==> config.mk <==
export PLATFORM = sky130hd
export DESIGN_NAME = nec_ir_tx
export DESIGN_NICKNAME = d
export VERILOG_FILES = /design/src/rtl/nec_ir_tx.sv
export SDC_FILE = /design/constraint.sdc
export NUM_CORES = 1
export LEC_CHECK = 0
export ABC_AREA = 1
export CAP_MARGIN = 20
export CORE_MARGIN = 3
export CORE_UTILIZATION = 59
export DETAILED_ROUTE_END_ITERATION = 10
export GPL_ROUTABILITY_DRIVEN = 0
export HOLD_SLACK_MARGIN = 0.12
export PLACE_DENSITY = 0.78
export SLEW_MARGIN = 30
export SYNTH_ARGS = -nofsm -noshare
export SYNTH_HDL_FRONTEND = slang
export SYNTH_SLANG_ARGS = --single-unit
==> constraint.sdc <==
create_clock -name CLOCK_50 -period 3 [get_ports CLOCK_50]
set_input_delay 0.6 -clock CLOCK_50 [delete_from_list [all_inputs] [get_ports CLOCK_50]]
set_output_delay 0.6 -clock CLOCK_50 [all_outputs]
set_load 0.02 [all_outputs]
==> src/rtl/nec_ir_tx.sv <==
// NEC infrared frame transmitter: leader, 32 LSB-first pulse-distance bits, stop burst.
// Bursts are gated by a restartable carrier; LOOP_RXD mirrors receiver polarity.
module nec_ir_tx #(
    parameter int LEAD_MARK    = 450000,
    parameter int LEAD_SPACE   = 225000,
    parameter int BIT_MARK     = 28125,
    parameter int ZERO_SPACE   = 28125,
    parameter int ONE_SPACE    = 84375,
    parameter int CARRIER_HALF = 658
) (
    input  logic       CLOCK_50,
    input  logic       RESET,
    input  logic       START,
    input  logic [7:0] ADDR,
    input  logic [7:0] CMD,
    output logic       BUSY,
    output logic       DONE,
    output logic       IRDA_TXD,
    output logic       TX_ENV,
    output logic       LOOP_RXD
);

    localparam int M1      = (LEAD_MARK > LEAD_SPACE) ? LEAD_MARK : LEAD_SPACE;
    localparam int M2      = (BIT_MARK > ZERO_SPACE) ? BIT_MARK : ZERO_SPACE;
    localparam int M3      = (M1 > M2) ? M1 : M2;
    localparam int MAX_DUR = (M3 > ONE_SPACE) ? M3 : ONE_SPACE;
    localparam int CNT_W   = ($clog2(MAX_DUR) > 19) ? $clog2(MAX_DUR) : 19;
    localparam int CAR_W   = ($clog2(CARRIER_HALF) > 1) ? $clog2(CARRIER_HALF) : 1;

    typedef enum logic [2:0] {
        S_IDLE   = 3'd0,
        S_LMARK  = 3'd1,
        S_LSPACE = 3'd2,
        S_BMARK  = 3'd3,
        S_BSPACE = 3'd4,
        S_STOP   = 3'd5
    } state_t;

    state_t             state_q, state_d;
    logic [CNT_W-1:0]   cnt_q, cnt_d, dur_s;
    logic [4:0]         idx_q, idx_d;
    logic [31:0]        frame_q, frame_d;
    logic [CAR_W-1:0]   car_q, car_d;
    logic               txd_q, txd_d;
    logic               done_d;
    logic               burst_d;
    logic               busy_q, done_q, env_q, loop_q;

    function automatic logic is_burst(input state_t s);
        return (s == S_LMARK) || (s == S_BMARK) || (s == S_STOP);
    endfunction

    // Terminal count of the current state (count runs 0 .. duration-1).
    always_comb begin
        dur_s = {CNT_W{1'b0}};
        case (state_q)
            S_LMARK:  dur_s = CNT_W'(LEAD_MARK - 1);
            S_LSPACE: dur_s = CNT_W'(LEAD_SPACE - 1);
            S_BMARK:  dur_s = CNT_W'(BIT_MARK - 1);
            S_STOP:   dur_s = CNT_W'(BIT_MARK - 1);
            S_BSPACE: dur_s = frame_q[idx_q] ? CNT_W'(ONE_SPACE - 1) : CNT_W'(ZERO_SPACE - 1);
            default:  dur_s = {CNT_W{1'b0}};
        endcase
    end

    // Frame sequencing: state, duration counter, bit index and frame latch.
    always_comb begin
        state_d = state_q;
        cnt_d   = cnt_q + CNT_W'(1);
        idx_d   = idx_q;
        frame_d = frame_q;
        done_d  = 1'b0;
        case (state_q)
            S_IDLE: begin
                cnt_d = {CNT_W{1'b0}};
                if (START) begin
                    frame_d = {~CMD, CMD, ~ADDR, ADDR};
                    idx_d   = 5'd0;
                    state_d = S_LMARK;
                end else begin
                    state_d = S_IDLE;
                end
            end
            S_LMARK: begin
                if (cnt_q == dur_s) begin
                    cnt_d   = {CNT_W{1'b0}};
                    state_d = S_LSPACE;
                end else begin
                    state_d = S_LMARK;
                end
            end
            S_LSPACE, S_BMARK: begin
                if (cnt_q == dur_s) begin
                    cnt_d   = {CNT_W{1'b0}};
                    state_d = (state_q == S_LSPACE) ? S_BMARK : S_BSPACE;
                end else begin
                    state_d = state_q;
                end
            end
            S_BSPACE: begin
                if (cnt_q == dur_s) begin
                    cnt_d = {CNT_W{1'b0}};
                    if (idx_q == 5'd31) begin
                        state_d = S_STOP;
                    end else begin
                        idx_d   = idx_q + 5'd1;
                        state_d = S_BMARK;
                    end
                end else begin
                    state_d = S_BSPACE;
                end
            end
            S_STOP: begin
                if (cnt_q == dur_s) begin
                    cnt_d   = {CNT_W{1'b0}};
                    done_d  = 1'b1;
                    state_d = S_IDLE;
                end else begin
                    state_d = S_STOP;
                end
            end
            default: begin
                cnt_d   = {CNT_W{1'b0}};
                state_d = S_IDLE;
            end
        endcase
    end

    // Carrier: every burst starts high, then toggles each CARRIER_HALF cycles.
    always_comb begin
        burst_d = is_burst(state_d);
        if (!burst_d) begin
            car_d = {CAR_W{1'b0}};
            txd_d = 1'b0;
        end else if (state_d != state_q) begin
            car_d = {CAR_W{1'b0}};
            txd_d = 1'b1;
        end else if (car_q == CAR_W'(CARRIER_HALF - 1)) begin
            car_d = {CAR_W{1'b0}};
            txd_d = ~txd_q;
        end else begin
            car_d = car_q + CAR_W'(1);
            txd_d = txd_q;
        end
    end

    // State and registered outputs, all derived from next-state values.
    always_ff @(posedge CLOCK_50) begin
        if (RESET) begin
            state_q <= S_IDLE;
            cnt_q   <= {CNT_W{1'b0}};
            idx_q   <= 5'd0;
            frame_q <= 32'd0;
            car_q   <= {CAR_W{1'b0}};
            txd_q   <= 1'b0;
            busy_q  <= 1'b0;
            done_q  <= 1'b0;
            env_q   <= 1'b0;
            loop_q  <= 1'b1;
        end else begin
            state_q <= state_d;
            cnt_q   <= cnt_d;
            idx_q   <= idx_d;
            frame_q <= frame_d;
            car_q   <= car_d;
            txd_q   <= txd_d;
            busy_q  <= (state_d != S_IDLE);
            done_q  <= done_d;
            env_q   <= burst_d;
            loop_q  <= ~burst_d;
        end
    end

    assign BUSY     = busy_q;
    assign DONE     = done_q;
    assign IRDA_TXD = txd_q;
    assign TX_ENV   = env_q;
    assign LOOP_RXD = loop_q;

endmodule
==> impl_metrics.yaml, run 1 <==
final_layout:
  register_area_um2: 1484
  fin_cells: 631
  syn2layout_area_growth_pct: 16.50
  drive_gt1_share_pct: 11.33
  fin_nets: 575
  diodes: 0
  final_area_um2: 4312
  nFillCells: 462
  multi_input_area_um2: 1972
worst_setup_path:
  worst_path_largest_cell_delay_ps: 350
  path_class: "flop to flop"
  start_kind: "flop"
  critPathMaxFanout: 15
  critical_path.cell_chain: "buf_6 -> inv_4 -> nand2_1 -> nand2_1 -> nand2_1 -> nand2_1 -> nor2_1 -> nand2_1 -> nand3_1 -> nand3_2 -> nand3_1 -> nand2_1 -> nand2_1 -> nand3_2 -> o21ai_1 -> nand3_1 -> nand2_4 -> nand3_4 -> nor3_2"
  cp.required_ps: 3290
  cp_slowest_cell: "dfxtp_1"
  worstPathArrival_ps: 3020
  reg2regPathDepth: 19
  end_kind: "flop"
  cp_common_cell: "nand2_1"
placement:
  placed_area_um2: 3999
  post-dp-hpwl_um: 5730
  port_buffers: 23
  dp.cells: 613
clock_tree:
  cts_tree: "yes"
  htreeDepth: 3
  cts_root_buf: "clkbuf_8"
  cts_setup_buffers: 0
  clk_pin_slew_ps: 80
  cts_max_path_buffers: 2
  clock_latency_ps: 360
  cts_buffers: 9
  clock-sinks: 74
  postCtsHoldBufs: 0
  post_cts_resized: 0
timing:
  hold_viol_final: 0
  whs_ps: 461.2
  setup_violations: 0
  max_freq_mhz: 366.6
  slew_headroom_pct: 49.63
  worst_pin_slew_ps: 754.7
  period_share_pct: 90.92
  period_needed_ps: 2728
  drv_slew: 0
  setup_tns_ps: 0
  skew_ps: 4.998
synthesis:
  synth_edf_count: 0
  synth_ff_type: "dfxtp_1"
  syn_avg_cell_area_um2: 7.063
  synth_top_area_share_pct: 40.03
  synthesis.area_um2: 3701
  synth_warnings: 0
  async_flop_share_pct: 0
  synthTopCellsByCount: "nand2_1, dfxtp_1, inv_1"
  ys_seq_elements: 74
  synth_cell_types: 33
  ys_seq_area_share_pct: 40.03
  synth.area.top_cells: "dfxtp_1, nand2_1, a21oi_1"
  synth_cells: 524
  syn-num-nets: 548
  yosysMostFrequentCell: "nand2_1"
  yosysTopAreaCell: "dfxtp_1"
pwr:
  leakage_uw: 0.001653
  p_seq_share_pct: 44.8
  switching_share_pct: 27.12
  ir_drop_mv: 0.3857
  power_uw: 2386
  power.density_nw_per_um2: 553.4
  p_sw_uw: 647.1
  p_comb_share_pct: 14.6
  p_clk_share_pct: 40.6
  p_int_uw: 1739
min_path:
  hold_class: "flop to flop"
  holdPathStages: 2
routing:
  via_per_inst: 5.526
  drcViolationCount: 0
  vias: 3487
  wire_per_inst_um: 13.50
  wirelength_um: 8521
  first_pass_iters: 5
  ant_nets: 0
  drt_iter0_markers: 127
run_status:
  status: "completed"
die:
  die_x_um: 85.20
  top_level_ports: 24
  rows: 28
  die_area_um2: 7259
  initial_utilization_pct: 61.78
  die_h_um: 85.20
  core_area_um2: 5991
global_routing:
  grt_max_degree: 43
  grt_pass1_vias: 3327
  grt_util_all_layers_pct: 24.54
  grt_overflow: 0
  grt_pass1_wl_um: 14430
  antenna_found_initial: 0
run:
  maxCapViolCount: 0
power by group through the flow:
| stage | clock [µW] | sequential, µW | combinational [µW] |
|---|---|---|---|
| 2_1_floorplan | 0 | 1090 | 226 |
| 3_3_place_gp | 0 | 1090 | 314 |
| 3_5_place_dp | 0 | 1090 | 321 |
| 4_1_cts | 979 | 1070 | 325 |
| 5_1_grt | 1020 | 1070 | 391 |
| 6_report | 969 | 1070 | 349 |
cells by family (layout without fill, tap and decap cells):
logic type | Yosys count | after routing | share of synthesized area, %
simple gates | 276 | 278 | 35.84
compound gates | 80 | 80 | 11.02
buf+inv | 75 | 105 | 8.113
flops | 74 | 74 | 40.03
xor+xnor | 14 | 14 | 3.313
fa+ha+maj | 5 | 5 | 1.690
critical path: cells and delay by family (launching register included):
kind                   cells  cell delay, ps
AOI/OAI and AO/OA          1             190
buffers and inverters      2             220
DFF                        1             350
and+or+nand+nor           16            1900
final timing paths:
kind	start	end	slack, ps
worst min register to register	frame_q[24]$_SDFFE_PP0P_	frame_q[24]$_SDFFE_PP0P_	460
worst max register to register	idx_q[0]$_SDFFE_PP0P_	car_q[6]$_SDFF_PP0_	270
worst min-delay path	frame_q[24]$_SDFFE_PP0P_	frame_q[24]$_SDFFE_PP0P_	460
worst max-delay path	idx_q[0]$_SDFFE_PP0P_	car_q[6]$_SDFF_PP0_	270
sequential cells by signal, summed over array words and instances, names as in the netlist, 3 cells and up:
| signal | flops |
|---|---|
| car_q | 10 |
| cnt_q | 19 |
| frame_q | 32 |
| idx_q | 5 |
| state_q | 3 |
area by class of cell:
cell class                 instances  share of cell area (%)
clock buffer                      10                   3.192
clock inverter                     6                   2.641
inverter                          59                   5.194
multi-input combinational        377                   45.73
sequential                        74                   34.42
tap                               75                   2.176
timing repair buffer              30                   6.645
per-stage QoR:
stage,setup WS [ps],utilization (%)
global route,-22.70,71.97
detailed placement,371.9,66.75
global placement,438.9,66.75
CTS,237.4,70.95
floorplan,766.9,-
finish,272.5,71.97
cell usage in the layout (no fill, tap or decap), types with 3 or more instances in the layout:
cell / count
xor2_1: 12
nor2_4: 3
inv_2: 4
ha_1: 5
nand3_1: 40
nand4_1: 10
nor2_2: 3
buf_4: 6
a21oi_1: 49
bufinv_16: 3
clkdlybuf4s50_1: 23
nor3b_1: 3
nand3_2: 4
o21ai_0: 21
clkbuf_8: 10
nor3_1: 15
nor3_2: 10
nand3_4: 4
o21ai_1: 7
nand2_2: 5
inv_1: 54
dfxtp_1: 72
nand2_1: 142
nor2_1: 31
per-layer routing:
layer / up-vias / GRT usage, % / wire [µm]
met5: - / 0 / 0
met4: 0 / 13.38 / 305
met3: 35 / 4.951 / 402
met2: 99 / 41.45 / 4087
met1: 1588 / 29.10 / 3725
li1: 1765 / - / -
Note: power is estimated with default switching activity, not from simulation.
==> inputs of run 2 (changes only) <==
- CORE_ASPECT_RATIO: not set -> 0.75
==> impl_metrics.yaml, run 2 (synthesis gave the netlist of run 1 again) <==
worst_setup_path:
  start_kind: "flop"
  end_kind: "flop"
  path_class: "flop to flop"
  worstPathArrival_ps: 3060
  cp.required_ps: 3280
  critPathMaxFanout: 10
routing:
  wire_per_inst_um: 13.24
  via_per_inst: 5.414
  drcViolationCount: 0
  drt_iter0_markers: 251
  ant_nets: 0
  first_pass_iters: 6
  wirelength_um: 8355
  vias: 3416
final_layout:
  final_cell_mix: "nand2_1, dfxtp_1, inv_1, a21oi_1, nand3_1"
  fin_nets: 572
  largest_register_ff_count: 32
  diodes: 0
  syn2layout_area_growth_pct: 13.62
  regMostFlops: "frame_q"
  reg.largest.list: "frame_q: 32 flops, cnt_q: 19 flops, car_q: 10 flops"
  layout_commonest_cell: "nand2_1"
  final_area_um2: 4205
  drive_gt1_share_pct: 10.49
clock_tree:
  cts_max_path_buffers: 2
  cts_setup_buffers: 0
  cts_root_buf: "clkbuf_8"
  clk_pin_slew_ps: 80
  cts_buffers: 9
  clock-sinks: 74
  cts_tree: "yes"
  clock_latency_ps: 360
  htreeDepth: 3
pwr:
  power.density_nw_per_um2: 521.0
  p_seq_share_pct: 48.7
  leakage_uw: 0.001604
  p_comb_share_pct: 15.0
  p_int_uw: 1561
  p_sw_uw: 630.0
  p_clk_share_pct: 36.3
  ir_drop_mv: 0.3643
  switching_share_pct: 28.75
global_routing:
  grt_max_degree: 35
  grt_pass1_wl_um: 14100
  grt_overflow: 0
  grt_pass1_vias: 3078
  grt_util_all_layers_pct: 24.09
  antenna_found_initial: 0
placement:
  port_buffers: 23
  post-dp-hpwl_um: 6041
  placed_area_um2: 3995
  dp_slack_ps: 347.9
die:
  top_level_ports: 24
  initial_utilization_pct: 62.25
  die_x_um: 97.46
  die_area_um2: 7269
  rows: 24
  core_area_um2: 5946
  die_h_um: 74.59
timing:
  worst_pin_slew_ps: 674.6
  slew_headroom_pct: 54.97
  setup_tns_ps: 0
  drv_slew: 0
  rsz0062_at_grt: "no"
  worst_slack_ps: 219.1
  period_share_pct: 92.70
  hold_viol_final: 0
  period_needed_ps: 2781
  max_freq_mhz: 359.6
  skew_ps: 11.51
  setup_violations: 0
run_status:
  status: "completed"
run:
  maxCapViolCount: 0
min_path:
  hold_class: "flop to flop"
-- run 2: final cells by class --
cell class	count	area, µm²
Multi-Input combinational cell	375	1919
Sequential cell	74	1484
Tap cell	78	97.59
Fill cell	512	1740
Inverter	59	221.5
Clock inverter	6	66.31
Clock buffer	10	137.6
Timing Repair Buffer	29	279.0
-- run 2: path summary, 6_finish.rpt --
kind / start / to / slack (ps) / depth (start not counted)
max reg2reg: state_q[0]$_SDFF_PP0_ / car_q[3]$_SDFF_PP0_ / 220 / 18
max: state_q[0]$_SDFF_PP0_ / car_q[3]$_SDFF_PP0_ / 220 / 18
min reg2reg: frame_q[24]$_SDFFE_PP0P_ / frame_q[24]$_SDFFE_PP0P_ / 460 / 2
min: frame_q[24]$_SDFFE_PP0P_ / frame_q[24]$_SDFFE_PP0P_ / 460 / 2
-- run 2: worst max-delay path, stage by stage (launching register included) --
cell and delay, ps:
dfxtp_1 500, nand2_1 150, nor2_1 270, inv_2 110
nand2_1 110, nand3_1 70, o21ai_0 80, nand4_1 140
inv_1 80, nand2_1 50, nor2_1 110, nand3_2 120
nor2_4 200, nor2_2 70, nor2_4 110, nand2_2 90
nand2_2 100, nand3_4 180, nor3_2 170
-- run 2: per-stage QoR --
| stage | hold slack, ps | total power, µW | util, % | std cells |
|---|---|---|---|---|
| after global routing | 489.0 | 2290 | 70.73 | 631 |
| final | 460.8 | 2191 | 70.73 | 631 |
| after detailed placement | 449.2 | 1413 | 67.19 | 615 |
| after global placement | 442.8 | 1409 | 67.19 | 615 |
| after CTS | 462.9 | 2198 | 70.62 | 631 |
| after floorplan | 421.5 | 1312 | - | 524 |
-- run 2: routing by layer --
metal  part of all wire (%)  up-vias  GRT usage (%)
li1                       -     1756              -
met1                     51     1533          35.69
met2                     41      115          35.00
met3                    7.4       12          7.123
met4                   0.89        0          4.762
met5                      0        -              0
-- run 2: power by group through the flow --
stage,logic [µW],clock network [µW],registers (µW)
floorplan,226,0,1090
global placement,320,0,1090
detailed placement,325,0,1090
CTS,327,805,1070
global route,371,847,1070
finish,329,794,1070
-- run 2: timing repair --
action	in CTS	in global routing
endpoints found under the setup margin	0	12
hold buffers	0	0
resized for setup	0	3
==> inputs of run 3 (changes only) <==
- ABC_AREA: 1 -> not set
- CORE_ASPECT_RATIO: 0.75 -> not set
==> impl_metrics.yaml, run 3 <==
clock_tree:
  cts_max_path_buffers: 2
  clock-sinks: 74
  clk_pin_slew_ps: 80
  cts_root_buf: "clkbuf_8"
  cts_tree: "yes"
  htreeDepth: 3
  clock_latency_ps: 350
  postCtsHoldBufs: 0
  cts_setup_buffers: 0
  cts_buffers: 9
global_routing:
  antenna_found_initial: 0
  grt_util_all_layers_pct: 21.57
  grt_overflow: 0
  grt_pass1_wl_um: 12840
  grt_pass1_vias: 2838
  grt_max_degree: 32
die:
  top_level_ports: 24
  die_h_um: 84.42
  die_x_um: 84.42
  die_area_um2: 7127
  rows: 27
  initial_utilization_pct: 63.18
  core_area_um2: 5743
final_layout:
  final_cell_mix: "dfxtp_1, nor2_1, nand2_1, a21oi_1, clkdlybuf4s50_1"
  nFillCells: 469
  largest_register_ff_count: 32
  fin_nets: 478
  layout_commonest_cell: "dfxtp_1"
  drive_gt1_share_pct: 9.586
  reg.largest.list: "frame_q: 32 flops, cnt_q: 19 flops, car_q: 10 flops"
  regMostFlops: "frame_q"
  diodes: 0
  fin_cells: 531
  syn2layout_area_growth_pct: 13.79
worst_setup_path:
  path_delay_family: "simple AND/OR/NAND/NOR gates"
  path_class: "flop to flop"
  r2r-start: "state_q[1]$_SDFF_PP0_"
  critPathMaxFanout: 19
  worst_path_largest_cell_delay_ps: 500
  startpoint: "state_q[1]$_SDFF_PP0_"
  critical_path_buf_inv_count: 1
  worstPathArrival_ps: 3030
  start_kind: "flop"
  cp.required_ps: 3260
  critical_path.cell_chain: "or3b_1 -> a221oi_1 -> and4_1 -> nand4b_1 -> a21o_2 -> mux2i_1 -> o21ai_2 -> buf_4 -> nor4_1"
  cp_slowest_cell: "dfxtp_1"
  end_kind: "flop"
routing:
  via_per_inst: 5.731
  drcViolationCount: 0
  first_pass_iters: 4
  ant_nets: 0
  wire_per_inst_um: 13.80
  wirelength_um: 7326
  vias: 3043
  drt_iter0_markers: 174
timing:
  setup_tns_ps: 0
  period_needed_ps: 2775
  worst_slack_ps: 224.6
  whs_ps: 454.2
  setup_violations: 0
  max_freq_mhz: 360.3
  period_share_pct: 92.51
  worst_pin_slew_ps: 592.5
  slew_headroom_pct: 60.45
  hold_viol_final: 0
  skew_ps: 6.457
  drv_slew: 0
  rsz0062_at_grt: "no"
run:
  maxCapViolCount: 0
synthesis:
  yosysTopAreaCell: "dfxtp_1"
  synth_top_area_share_pct: 40.83
  synth_cells: 438
  synth_edf_count: 0
  synth.area.top_cells: "dfxtp_1, nor2_1, a21oi_1"
  async_flop_share_pct: 0
  synth_warnings: 0
  synth_ff_type: "dfxtp_1"
  ys_seq_area_share_pct: 40.83
  synthesis.area_um2: 3628
  syn-num-nets: 462
  synth_cell_types: 57
  synthTopCellsByCount: "dfxtp_1, nor2_1, nand2_1"
  ys_seq_elements: 74
  syn_avg_cell_area_um2: 8.284
  yosysMostFrequentCell: "dfxtp_1"
placement:
  port_buffers: 23
  dp.cells: 515
  post-dp-hpwl_um: 5039
  dp_slack_ps: 109.1
pwr:
  p_sw_uw: 606.4
  power.density_nw_per_um2: 559.7
  p_clk_share_pct: 37.8
  p_int_uw: 1705
  power_uw: 2311
  p_seq_share_pct: 46.4
  switching_share_pct: 26.24
  leakage_uw: 0.001507
  p_comb_share_pct: 15.8
  ir_drop_mv: 0.5048
run_status:
  status: "completed"
min_path:
  hp-start: "frame_q[17]$_SDFFE_PP0P_"
  hold_class: "flop to flop"
-- run 3: cell types whose count changed after synthesis, sizes merged, moves of 10 or more --
| cell | change |
|---|---|
| a21oi | -12 |
| inv | -51 |
| nand3 | -26 |
| nor3 | -11 |
| mux2i | +11 |
| o21ai | -20 |
| nor2 | +31 |
| clkbuf | +10 |
| nand2 | -102 |
-- run 3: worst paths after layout --
path,cells after the start,endpoint,slack (ps)
min,2,frame_q[17]$_SDFFE_PP0P_,450
max,9,car_q[9]$_SDFF_PP0_,220
max reg2reg,9,car_q[9]$_SDFF_PP0_,220
min reg2reg,2,frame_q[17]$_SDFFE_PP0P_,450
-- run 3: cell families after synthesis --
logic type / Yosys count / synth area share [%]
adder cells (fa/ha/maj): 5 / 1.724
AO/OA/AOI/OAI: 70 / 11.93
buffers and inverters: 39 / 5.034
XOR/XNOR: 30 / 7.241
multiplexers: 17 / 6.241
AND/OR/NAND/NOR: 203 / 27.00
flip-flops: 74 / 40.83
-- run 3: power by group through the flow --
stage	combinational, µW	sequential, µW	clock (µW)
2_1_floorplan	254	1090	0
3_3_place_gp	349	1090	0
3_5_place_dp	355	1100	0
4_1_cts	359	1070	886
5_1_grt	407	1080	936
6_report	366	1070	873
-- run 3: area by class of cell --
type / count / area [µm²] / area share (%)
flip-flops and latches: 74 / 1484 / 35.94
clock buffers: 12 / 155.1 / 3.758
multi-input cells: 325 / 1968 / 47.67
repair buffers: 36 / 327.8 / 7.939
well taps: 72 / 90.09 / 2.182
clock inverters: 4 / 73.82 / 1.788
inverters: 8 / 30.03 / 0.7273
-- run 3: layer usage --
| layer | wire, µm | share of wire, % | vias up | track usage [%] |
|---|---|---|---|---|
| met2 | 3295 | 45 | 66 | 33.00 |
| li1 | - | - | 1551 | - |
| met1 | 3571 | 49 | 1418 | 29.99 |
| met3 | 370 | 5.1 | 8 | 6.183 |
| met5 | 0 | 0 | - | 0 |
| met4 | 89 | 1.2 | 0 | 5.899 |
-- run 3: worst reg2reg max path, delay by kind of cell, from the launching register on --
kind	cells	cell delay (ps)
AO/OA/AOI/OAI	3	620
AND/OR/NAND/NOR	4	1140
flip-flops	1	500
buffers and inverters	1	190
multiplexers	1	230
-- run 3: metrics by stage --
stage	cell area, µm²	util [%]
after floorplan	3628	-
after global placement	3894	67.80
after detailed placement	3894	67.80
after CTS	4123	71.79
after global routing	4129	71.90
final	4129	71.90
-- run 3: repair_timing --
action                                  CTS  global route
endpoints found under the setup margin    0            11
gates resized for setup                   0             4
endpoints found under the hold margin     0             0
